==> src/rtl/control_sequencer_if.sv <==
// rtl/control_sequencer_if.sv - fetch and data-memory handshake bundle for control_sequencer
interface control_sequencer_if #(
    parameter int INSTR_W = 16
);
    logic [INSTR_W-1:0] imem_rdata;
    logic               imem_ready;
    logic               ifetch_req;
    logic               mem_ready;
    logic               mem_read_en;
    logic               mem_write_en;

    modport master (
        input  imem_rdata, imem_ready, mem_ready,
        output ifetch_req, mem_read_en, mem_write_en
    );

    modport slave (
        output imem_rdata, imem_ready, mem_ready,
        input  ifetch_req, mem_read_en, mem_write_en
    );
endinterface

==> src/rtl/control_sequencer.sv <==
// rtl/control_sequencer.sv - multi-cycle control FSM; optional interrupt entry under CTRL_SEQ_IRQ_EN
module control_sequencer #(
    parameter int INSTR_W     = 16,
    parameter int REG_ADDR_W  = 4,
    parameter int MEM_TIMEOUT = 255
) (
    input  logic                  clk,
    input  logic                  rst,
    control_sequencer_if.master   bus,
    input  logic [7:0]            flags,
    input  logic                  irq_req,
    output logic [3:0]            alu_op,
    output logic [REG_ADDR_W-1:0] reg_addr_a,
    output logic [REG_ADDR_W-1:0] reg_addr_b,
    output logic [REG_ADDR_W-1:0] reg_addr_w,
    output logic                  reg_write_en,
    output logic                  pc_inc,
    output logic                  pc_write_en,
    output logic                  sp_inc,
    output logic                  sp_dec,
    output logic                  flags_we,
    output logic                  irq_ack,
    output logic                  halted,
    output logic                  bus_err,
    output logic                  retire,
    output logic [2:0]            state_o
);
    localparam int WCW = (MEM_TIMEOUT > 1) ? $clog2(MEM_TIMEOUT + 1) : 1;
    localparam logic [WCW-1:0] TO_VAL = WCW'(MEM_TIMEOUT);
    localparam bit TO_EN = (MEM_TIMEOUT != 0);

    typedef enum logic [2:0] {
        S_FETCH = 3'd0, S_DECODE = 3'd1, S_EXECUTE = 3'd2, S_MEMORY = 3'd3,
        S_WRITEBACK = 3'd4, S_INTERRUPT = 3'd5, S_HALT = 3'd6
    } state_e;

    state_e             state_q, state_d;
    logic [INSTR_W-1:0] ir_q, ir_d;
    logic [WCW-1:0]     wait_cnt_q, wait_cnt_d;
    logic               bus_err_q, bus_err_d;
    logic               ifetch_req, mem_read_en, mem_write_en;

    logic [3:0] op;
    logic [2:0] fn;
    assign op         = ir_q[INSTR_W-1 -: 4];
    assign fn         = ir_q[2:0];
    assign reg_addr_a = ir_q[INSTR_W-5 -: REG_ADDR_W];
    assign reg_addr_b = ir_q[INSTR_W-5-REG_ADDR_W -: REG_ADDR_W];
    assign reg_addr_w = reg_addr_a;

    // Instruction classes: op4 fn{LOAD,LOADR,STORE,STORER,LOADI}, op6 fn{PUSH,POP,CALL,RET}
    logic is_alu, is_cmp, is_br, is_halt, is_load, is_store, is_loadi;
    logic is_push, is_pop, is_call, is_ret, mem_rd, mem_wr, writes_reg, br_taken;
    assign is_alu     = (op <= 4'd3);
    assign is_cmp     = (op == 4'd8);
    assign is_br      = (op == 4'd5);
    assign is_halt    = (op == 4'd7) && (fn == 3'd4);
    assign is_load    = (op == 4'd4) && (fn == 3'd0 || fn == 3'd1);
    assign is_store   = (op == 4'd4) && (fn == 3'd2 || fn == 3'd3);
    assign is_loadi   = (op == 4'd4) && (fn == 3'd4);
    assign is_push    = (op == 4'd6) && (fn == 3'd0);
    assign is_pop     = (op == 4'd6) && (fn == 3'd1);
    assign is_call    = (op == 4'd6) && (fn == 3'd2);
    assign is_ret     = (op == 4'd6) && (fn == 3'd3);
    assign mem_rd     = is_load | is_pop | is_ret;
    assign mem_wr     = is_store | is_push | is_call;
    assign writes_reg = is_alu | is_load | is_loadi | is_pop;

    // Branch condition select; flags bit0 C, 1 Z, 2 N, 3 V
    always_comb begin
        br_taken = 1'b0;
        case (fn)
            3'd0: br_taken = 1'b1;
            3'd1: br_taken = flags[1];
            3'd2: br_taken = ~flags[1];
            3'd3: br_taken = flags[2];
            3'd4: br_taken = ~flags[2];
            3'd5: br_taken = flags[0];
            3'd6: br_taken = ~flags[0];
            default: br_taken = flags[3];
        endcase
    end

    // ALU op map: ADD 0, SUB 1, ADC 2, SBC 3, AND..NOT 4-7, SHL..ROR 8-B, CMP C, PASS D
    always_comb begin
        alu_op = 4'hD;
        case (op)
            4'd0: alu_op = 4'h0;
            4'd1: alu_op = (fn[1:0] == 2'd0) ? 4'h1 : {2'b00, fn[1:0]};
            4'd2: alu_op = {2'b01, fn[1:0]};
            4'd3: alu_op = {2'b10, fn[1:0]};
            4'd8: alu_op = 4'hC;
            default: alu_op = 4'hD;
        endcase
    end

    // Next state and per-state strobes; rst forces every strobe low in its own cycle
    always_comb begin
        state_d      = state_q;
        ir_d         = ir_q;
        wait_cnt_d   = wait_cnt_q;
        bus_err_d    = bus_err_q;
        ifetch_req   = 1'b0;
        mem_read_en  = 1'b0;
        mem_write_en = 1'b0;
        reg_write_en = 1'b0;
        pc_inc       = 1'b0;
        pc_write_en  = 1'b0;
        sp_inc       = 1'b0;
        sp_dec       = 1'b0;
        flags_we     = 1'b0;
        irq_ack      = 1'b0;
        retire       = 1'b0;
        case (state_q)
            S_FETCH: begin
                if (bus.imem_ready) begin
                    ifetch_req = 1'b1;
                    ir_d       = bus.imem_rdata;
                    pc_inc     = 1'b1;
                    wait_cnt_d = '0;
                    state_d    = S_DECODE;
                end else if (TO_EN && wait_cnt_q == TO_VAL) begin
                    bus_err_d  = 1'b1;
                    wait_cnt_d = '0;
                    state_d    = S_HALT;
                end else begin
                    ifetch_req = 1'b1;
                    if (TO_EN) wait_cnt_d = wait_cnt_q + WCW'(1);
                end
            end
            S_DECODE: state_d = S_EXECUTE;
            S_EXECUTE: begin
                flags_we    = is_alu | is_cmp;
                pc_write_en = is_br & br_taken;
                sp_dec      = is_push | is_call;
                if (mem_rd || mem_wr) begin
                    state_d = S_MEMORY;
                end else if (is_halt) begin
                    retire  = 1'b1;
                    state_d = S_HALT;
                end else begin
                    state_d = S_WRITEBACK;
                end
            end
            S_MEMORY: begin
                if (bus.mem_ready) begin
                    mem_read_en  = mem_rd;
                    mem_write_en = mem_wr;
                    sp_inc       = is_pop | is_ret;
                    pc_write_en  = is_call | is_ret;
                    wait_cnt_d   = '0;
                    state_d      = S_WRITEBACK;
                end else if (TO_EN && wait_cnt_q == TO_VAL) begin
                    bus_err_d  = 1'b1;
                    wait_cnt_d = '0;
                    state_d    = S_HALT;
                end else begin
                    mem_read_en  = mem_rd;
                    mem_write_en = mem_wr;
                    if (TO_EN) wait_cnt_d = wait_cnt_q + WCW'(1);
                end
            end
            S_WRITEBACK: begin
                reg_write_en = writes_reg;
                retire       = 1'b1;
                state_d      = S_FETCH;
`ifdef CTRL_SEQ_IRQ_EN
                if (irq_req && flags[4]) state_d = S_INTERRUPT;
`endif
            end
            S_INTERRUPT: begin
`ifdef CTRL_SEQ_IRQ_EN
                irq_ack      = 1'b1;
                sp_dec       = 1'b1;
                mem_write_en = 1'b1;
                pc_write_en  = 1'b1;
                flags_we     = 1'b1;
`endif
                state_d = S_FETCH;
            end
            S_HALT: begin
`ifdef CTRL_SEQ_IRQ_EN
                if (!bus_err_q && irq_req && flags[4]) state_d = S_INTERRUPT;
`endif
            end
            default: state_d = S_FETCH;
        endcase
        halted = (state_q == S_HALT);
        if (rst) begin
            ifetch_req   = 1'b0;
            mem_read_en  = 1'b0;
            mem_write_en = 1'b0;
            reg_write_en = 1'b0;
            pc_inc       = 1'b0;
            pc_write_en  = 1'b0;
            sp_inc       = 1'b0;
            sp_dec       = 1'b0;
            flags_we     = 1'b0;
            irq_ack      = 1'b0;
            retire       = 1'b0;
            halted       = 1'b0;
        end
    end

    // State, instruction, wait counter and sticky error registers
    always_ff @(posedge clk) begin
        if (rst) begin
            state_q    <= S_FETCH;
            ir_q       <= '0;
            wait_cnt_q <= '0;
            bus_err_q  <= 1'b0;
        end else begin
            state_q    <= state_d;
            ir_q       <= ir_d;
            wait_cnt_q <= wait_cnt_d;
            bus_err_q  <= bus_err_d;
        end
    end

    assign bus.ifetch_req   = ifetch_req;
    assign bus.mem_read_en  = mem_read_en;
    assign bus.mem_write_en = mem_write_en;
    assign bus_err          = bus_err_q;
    assign state_o          = state_q;

    logic unused_bits;
    assign unused_bits = ^{flags[7:4], irq_req, ir_q};
endmodule
==> src/flat_wrapper.sv <==
// flat-port wrapper written by rule: the top's interface ports become plain ports
module control_sequencer_flat 
#(
    parameter int INSTR_W     = 16,
    parameter int REG_ADDR_W  = 4,
    parameter int MEM_TIMEOUT = 255
)
  (clk, rst, flags, irq_req, alu_op, reg_addr_a, reg_addr_b, reg_addr_w, reg_write_en, pc_inc, pc_write_en, sp_inc, sp_dec, flags_we, irq_ack, halted, bus_err, retire, state_o, bus_imem_rdata, bus_imem_ready, bus_mem_ready, bus_ifetch_req, bus_mem_read_en, bus_mem_write_en);
  control_sequencer_if #(.INSTR_W(INSTR_W)) bus_i ();
  input  logic clk;
  input  logic rst;
  input  logic [7:0] flags;
  input  logic irq_req;
  output logic [3:0] alu_op;
  output logic [REG_ADDR_W-1:0] reg_addr_a;
  output logic [REG_ADDR_W-1:0] reg_addr_b;
  output logic [REG_ADDR_W-1:0] reg_addr_w;
  output logic reg_write_en;
  output logic pc_inc;
  output logic pc_write_en;
  output logic sp_inc;
  output logic sp_dec;
  output logic flags_we;
  output logic irq_ack;
  output logic halted;
  output logic bus_err;
  output logic retire;
  output logic [2:0] state_o;
  input wire logic [$bits(bus_i.imem_rdata)-1:0] bus_imem_rdata;
  input wire logic [$bits(bus_i.imem_ready)-1:0] bus_imem_ready;
  input wire logic [$bits(bus_i.mem_ready)-1:0] bus_mem_ready;
  output wire logic [$bits(bus_i.ifetch_req)-1:0] bus_ifetch_req;
  output wire logic [$bits(bus_i.mem_read_en)-1:0] bus_mem_read_en;
  output wire logic [$bits(bus_i.mem_write_en)-1:0] bus_mem_write_en;
  assign bus_i.imem_rdata = bus_imem_rdata;
  assign bus_i.imem_ready = bus_imem_ready;
  assign bus_i.mem_ready = bus_mem_ready;
  assign bus_ifetch_req = bus_i.ifetch_req;
  assign bus_mem_read_en = bus_i.mem_read_en;
  assign bus_mem_write_en = bus_i.mem_write_en;
  control_sequencer #(.INSTR_W(INSTR_W), .REG_ADDR_W(REG_ADDR_W), .MEM_TIMEOUT(MEM_TIMEOUT)) u_core (.clk(clk), .rst(rst), .bus(bus_i), .flags(flags), .irq_req(irq_req), .alu_op(alu_op), .reg_addr_a(reg_addr_a), .reg_addr_b(reg_addr_b), .reg_addr_w(reg_addr_w), .reg_write_en(reg_write_en), .pc_inc(pc_inc), .pc_write_en(pc_write_en), .sp_inc(sp_inc), .sp_dec(sp_dec), .flags_we(flags_we), .irq_ack(irq_ack), .halted(halted), .bus_err(bus_err), .retire(retire), .state_o(state_o));
endmodule
==> config.mk <==
export PLATFORM = sky130hd
export DESIGN_NAME = control_sequencer_flat
export DESIGN_NICKNAME = d
export VERILOG_FILES = /design/src/rtl/control_sequencer_if.sv /design/src/rtl/control_sequencer.sv /design/src/flat_wrapper.sv
export SDC_FILE = /design/constraint.sdc
export NUM_CORES = 1
export LEC_CHECK = 0
export CAP_MARGIN = 10
export CELL_PAD_IN_SITES_DETAIL_PLACEMENT = 0
export CELL_PAD_IN_SITES_GLOBAL_PLACEMENT = 1
export CORE_ASPECT_RATIO = 1.25
export CORE_UTILIZATION = 33
export CTS_CLUSTER_SIZE = 16
export DETAILED_ROUTE_END_ITERATION = 10
export GPL_TIMING_DRIVEN = 1
export PLACE_DENSITY_LB_ADDON = 0.1
export SLEW_MARGIN = 0
export SYNTH_ARGS = -nofsm -noshare
export SYNTH_HDL_FRONTEND = slang
export SYNTH_SLANG_ARGS = --single-unit
==> constraint.sdc <==
create_clock -name clk -period 2.5 [get_ports clk]
set_input_delay 0.5 -clock clk [delete_from_list [all_inputs] [get_ports clk]]
set_output_delay 0.5 -clock clk [all_outputs]
set_load 0.02 [all_outputs]
Word-level counts from Yosys, hierarchy flattened
Cells that the tools add are included.

Add/sub/neg operators: 1. Multiply operators: 0. Div/mod/pow operators: 0. Magnitude comparators: 1. Equal/unequal tests: 22. Shift-type cells: 0. Mux-type cells: 49. Bitwise gates (word level): 15. Reduce and logical (&&, ||, !) cells: 18.

Operators with widths (number): 1-bit 2-to-1 mux (33); 8-bit 2-to-1 mux (3); 4-bit one-hot mux with 5 select lines (1); 4-bit by 3-bit == test with 1-bit output, second input constant (4); 8-bit one-hot mux with 2 select lines (1); 3-bit == test, second input constant (5); 3-bit one-hot mux with 5 select lines (1); 3-bit by 2-bit == test with 1-bit output, second input constant (4); 3-bit 2-to-1 mux (4); 1-bit OR (11); 8-bit by 1-bit adder with 8-bit output, second input constant (1); 4-bit by 2-bit == test with 1-bit output, second input constant (2); 8-bit == test, second input constant (1); 1-bit logical AND (8); 1-bit one-hot mux with 7 select lines (1); 3-bit by 1-bit == test with 1-bit output, second input constant (2); 3-bit zero test (2); 1-bit one-hot mux with 2 select lines (3); 4-bit by 1-bit == test with 1-bit output, second input constant (1); 4-bit == test, second input constant (1); 4-bit by 2-bit less-or-equal comparator with 1-bit output, second input constant (1); 4-bit zero test (1); 2-bit 2-to-1 mux (2); 2-bit != test, second input constant (2); other kinds (7) (11).

Register bits after elaboration: 28. Bits in latches: 0. Memory bits (writable): 0. Bits in read-only memories: 0. Output and inout port bits: 32. Word-level logic and storage cells: 110. Memories kept: 0.

Longest topological paths before layout
Depth in word-level cells: 9. Mapped depth: 7.

Worst setup path before layout
OpenSTA, ideal clock, no wires.

Kind: register to output. From: reg u_core.state_q[0], in the netlist u_core.state_o[0]. To: out pc_write_en. Arrival: 1.562 ns. Required time: 2.000 ns. Slack: 0.438 ns. Cell stages (with the launch flop): 6. Buffers on the path: 1. Path through: dfxtp_1 > buf_2 > nand2_1 > nor3_1 > nand4_1 > o22ai_1.

Cells in the longest elaborated chain, start to end: 3.

RTL lines: start: declaration (line control_sequencer.sv:37) `state_e state_q, state_d;`; start signal: assignment (line control_sequencer.sv:213) `state_q <= state_d;`; 3-bit by 2-bit == test with 1-bit output (line control_sequencer.sv:114) `case (state_q)`; 1-bit one-hot mux with 2 select lines (*) (line control_sequencer.sv:114); 1-bit 2-to-1 mux (*) (line control_sequencer.sv:189) `if (rst) begin`; end: declaration (line flat_wrapper.sv:20) `output logic pc_write_en;`.

Every way passes the cells marked *; elsewhere a longest branch is shown, timed or not.

Final worst setup path
From: in flags[0]. To: out pc_write_en.

Cells in the longest elaborated chain, start to end: 5.

RTL lines: start: declaration (line flat_wrapper.sv:12) `input logic [7:0] flags;`; 1-bit NOT (line control_sequencer.sv:79) `3'd6: br_taken = ~flags[0];`; 1-bit one-hot mux with 7 select lines (*) (line control_sequencer.sv:72) `case (fn)`; 1-bit AND (*) (line control_sequencer.sv:134) `pc_write_en = is_br & br_taken;`; 1-bit one-hot mux with 2 select lines (*) (line control_sequencer.sv:114); 1-bit 2-to-1 mux (*) (line control_sequencer.sv:189).

Marked as above.

==> flow_summary.yaml <==
outcome:
  status: "finished, final reports clean"
sta:
  finalHoldViolCount: 0
  min_period_ns: 2.41
  setup_viol: 0
  finalCritPeriodShare_pct: 96.4
  holdWs_ns: 0.459
  drv_slew: 0
  worst_slew_pin_slew_ns: 0.566
  fmax_ghz: 0.415
  maxSlewHeadroom_pct: 61.9
  clock_skew_ns: 0.00343
  grt_setup_unrepaired: "no"
synth:
  synth_largest_area_cell: "dfxtp_1"
  ys_warn_count: 0
  synth_top_area_share_pct: 33.0
  synth_fp_nets: 245
  synth.area.top_cells: "dfxtp_1 (33%), nand2_1 (9.4%), a21oi_1 (6.1%)"
  synth_cells: 215
  synth_top_flop_cell: "dfxtp_1"
  ys_seq_area_share_pct: 33.0
  ys_ff_latch: 27
  syn_area_per_cell_um2: 7.63
  synth_cell_types: 48
  async_flop_share_pct: 0
  synth_edf_count: 0
  synth_area_um2: 1640
setup_path:
  cp_num_buf_inv: 2
  critPathSlowestCell: "clkdlybuf4s50_1"
  cp.arrival_ns: 1.91
  crit_chain: "clkdlybuf4s50_1 > and3b_1 > a221o_1 > a21oi_1 > o22ai_1 > clkdlybuf4s15_1"
  end_kind: "output port"
  worstSetupPathType: "in2out"
  crit_family: "buffers and inverters"
  cp_max_fo: 2
  r2r_slack_ns: 0.72
  r2r_start: "u_core.state_o[2]"
  worstSetupStartpointType: "input port"
  reg2reg_to: "u_core.ir_q[15]"
  slowest_delay_ns: 0.47
  rr_worst_depth: 6
  critPathRequiredTime_ns: 2.00
clocking:
  clk_latency_ns: 0.28
  cts_tree: "yes"
  cts_buffers: 3
  cts-root-buf: "clkbuf_8"
  cts_htree_levels: 1
  cts_buffer_depth: 2
  post_cts_buffers: 0
  clk_pin_slew_ns: 0.10
  clock-sinks: 27
worst_hold_path:
  hp-start: "u_core.ir_q[5]"
  hold_path_class: "reg2reg"
  hold_depth: 2
  holdPathEnd: "u_core.ir_q[5]"
placed_design:
  dpl.hpwl_mm: 3.14
  port_buffers: 53
  finalWeightedCongestion: 0.816
  place_area_um2: 2260
die:
  dieArea_um2: 5260
  initial_core_util_pct: 34.4
  core_um2: 4760
  die-width_um: 65.1
  ios: 61
  die_h_um: 80.8
  row_count: 28
finish:
  area_growth_pct: 40.2
  diodes: 0
  drive_gt1_share_pct: 15.7
  final_net_count: 299
  fin_util_pct: 48.3
  fin_area_um2: 2300
grt:
  overflow: 0
  grt_pass1_wl_mm: 7.12
  first_global_vias: 1548
  grt_max_degree: 18
  grt_antenna_before_repair: 0
  track_usage_pct: 16.8
route:
  highest_layer: "met4"
  dr_wl_met2_mm: 2.11
  dr_total_vias: 1628
  drc: 0
  ant_nets: 0
  met1Wirelength_mm: 1.99
  wl_per_cell_um: 13.0
  drt_iter0_drc: 67
  vias_per_cell: 4.96
  dr.pass1.iters: 4
  wl_met3_um: 148
  drt_wl_total_mm: 4.26
power_and_ir_drop:
  p_leak_nw: 0.897
  irDropWorstVdd_mv: 0.190
  power.density_nw_per_um2: 455
flow_run:
  cap_viol_max_count: 0
## routing by layer
layer	up-vias	track usage, %
met1	762	22.6
li1	839	-
met4	0	3.26
met2	25	28.7
met3	2	1.97
met5	-	0
## state kept, by name, indices dropped and copies added (netlist names)
name / flops
u_core.ir_q: 15
u_core.wait_cnt_q: 8
u_core.state_o: 3
u_core.bus_err: 1
## cell families (layout without fill, tap and decap cells)
| kind of cell | Yosys count | in the layout | synth area share (%) |
|---|---|---|---|
| xor gates and xnor gates | 8 | 8 | 4.73 |
| muxes | 1 | 1 | 0.610 |
| AOI/OAI and AO/OA | 42 | 42 | 15.6 |
| other | 1 | 1 | 0.229 |
| and+or+nand+nor | 103 | 103 | 33.8 |
| DFF | 27 | 27 | 33.0 |
| adders and majority gates | 1 | 1 | 0.763 |
| buffers and inverters | 32 | 85 | 11.3 |
## cells in the final DEF (no fill, tap or decap), drive strengths merged, types with 3 or more instances in the layout
| cell type | netlist | layout |
|---|---|---|
| nor3b | 3 | 3 |
| nand2 | 41 | 41 |
| nand3 | 4 | 4 |
| nor4 | 3 | 3 |
| clkdlybuf4s50 | 0 | 42 |
| dfxtp | 27 | 27 |
| inv | 4 | 5 |
| o21ai | 6 | 6 |
| nor2 | 20 | 20 |
| clkbuf | 7 | 4 |
| nor3 | 11 | 11 |
| a31oi | 3 | 3 |
| xnor2 | 7 | 7 |
| dlygate4sd2 | 0 | 9 |
| nand4 | 5 | 5 |
| a21oi | 20 | 20 |
| buf | 21 | 24 |
## through the flow
step           cells  power, mW  setup TNS (ns)  setup WS (ns)
6_report         328       1.05               0         0.0910
2_1_floorplan    215      0.664               0          0.438
3_3_place_gp     324      0.792          -0.895         -0.193
3_5_place_dp     324      0.792           -1.00         -0.205
5_1_grt          328       1.11               0         0.0147
4_1_cts          328       1.07               0         0.0380
## power breakdown
| part | internal [mW] | switching, mW | total, mW |
|---|---|---|---|
| Clock | 0.117 | 0.150 | 0.267 |
| Sequential | 0.453 | 0.0184 | 0.472 |
| Combinational | 0.150 | 0.157 | 0.307 |
## layout make-up
cell class                      count  area [µm²]
Clock buffer                        3        41.3
Clock inverter                      1        8.76
Fill cell                         503        2460
Inverter                            4        15.0
Multi-Input combinational cell    156         925
Sequential cell                    27         541
Tap cell                           60        75.1
Timing Repair Buffer               77         694
## cell usage after synthesis, drive strengths merged, types with 2 or more instances
library cell	n
nand2	41
dfxtp	27
buf	21
a21oi	20
nor2	20
nor3	11
clkbuf	7
xnor2	7
o21ai	6
nand4	5
inv	4
nand3	4
a31oi	3
nor3b	3
nor4	3
a22o	2
and4bb	2
nand4b	2
nor4b	2
o22ai	2
or2	2
or3	2
## how the worst max path moves through the flow
stage,from,end,slack [ns],depth (start not counted)
floorplan,u_core.state_o[0],pc_write_en,0.44,5
finish,flags[0],pc_write_en,0.09,6
CTS,u_core.ir_q[2],reg_write_en,0.04,5
global placement,rst,pc_write_en,-0.19,5
global route,flags[0],pc_write_en,0.01,6
detailed placement,rst,pc_write_en,-0.20,5
## worst register-to-register path, delay by kind of cell, from the launching register on
family                 cells  cell delay [ns]
buffers and inverters      2             0.38
and+or+nand+nor            3             0.86
DFF                        1             0.34
AOI/OAI and AO/OA          1             0.14
## what timing repair did
item,CTS,global route
setup endpoints to repair,11,4
hold buffers,0,0
resized for setup,11,5
Power figures use the tool's default switching activity.
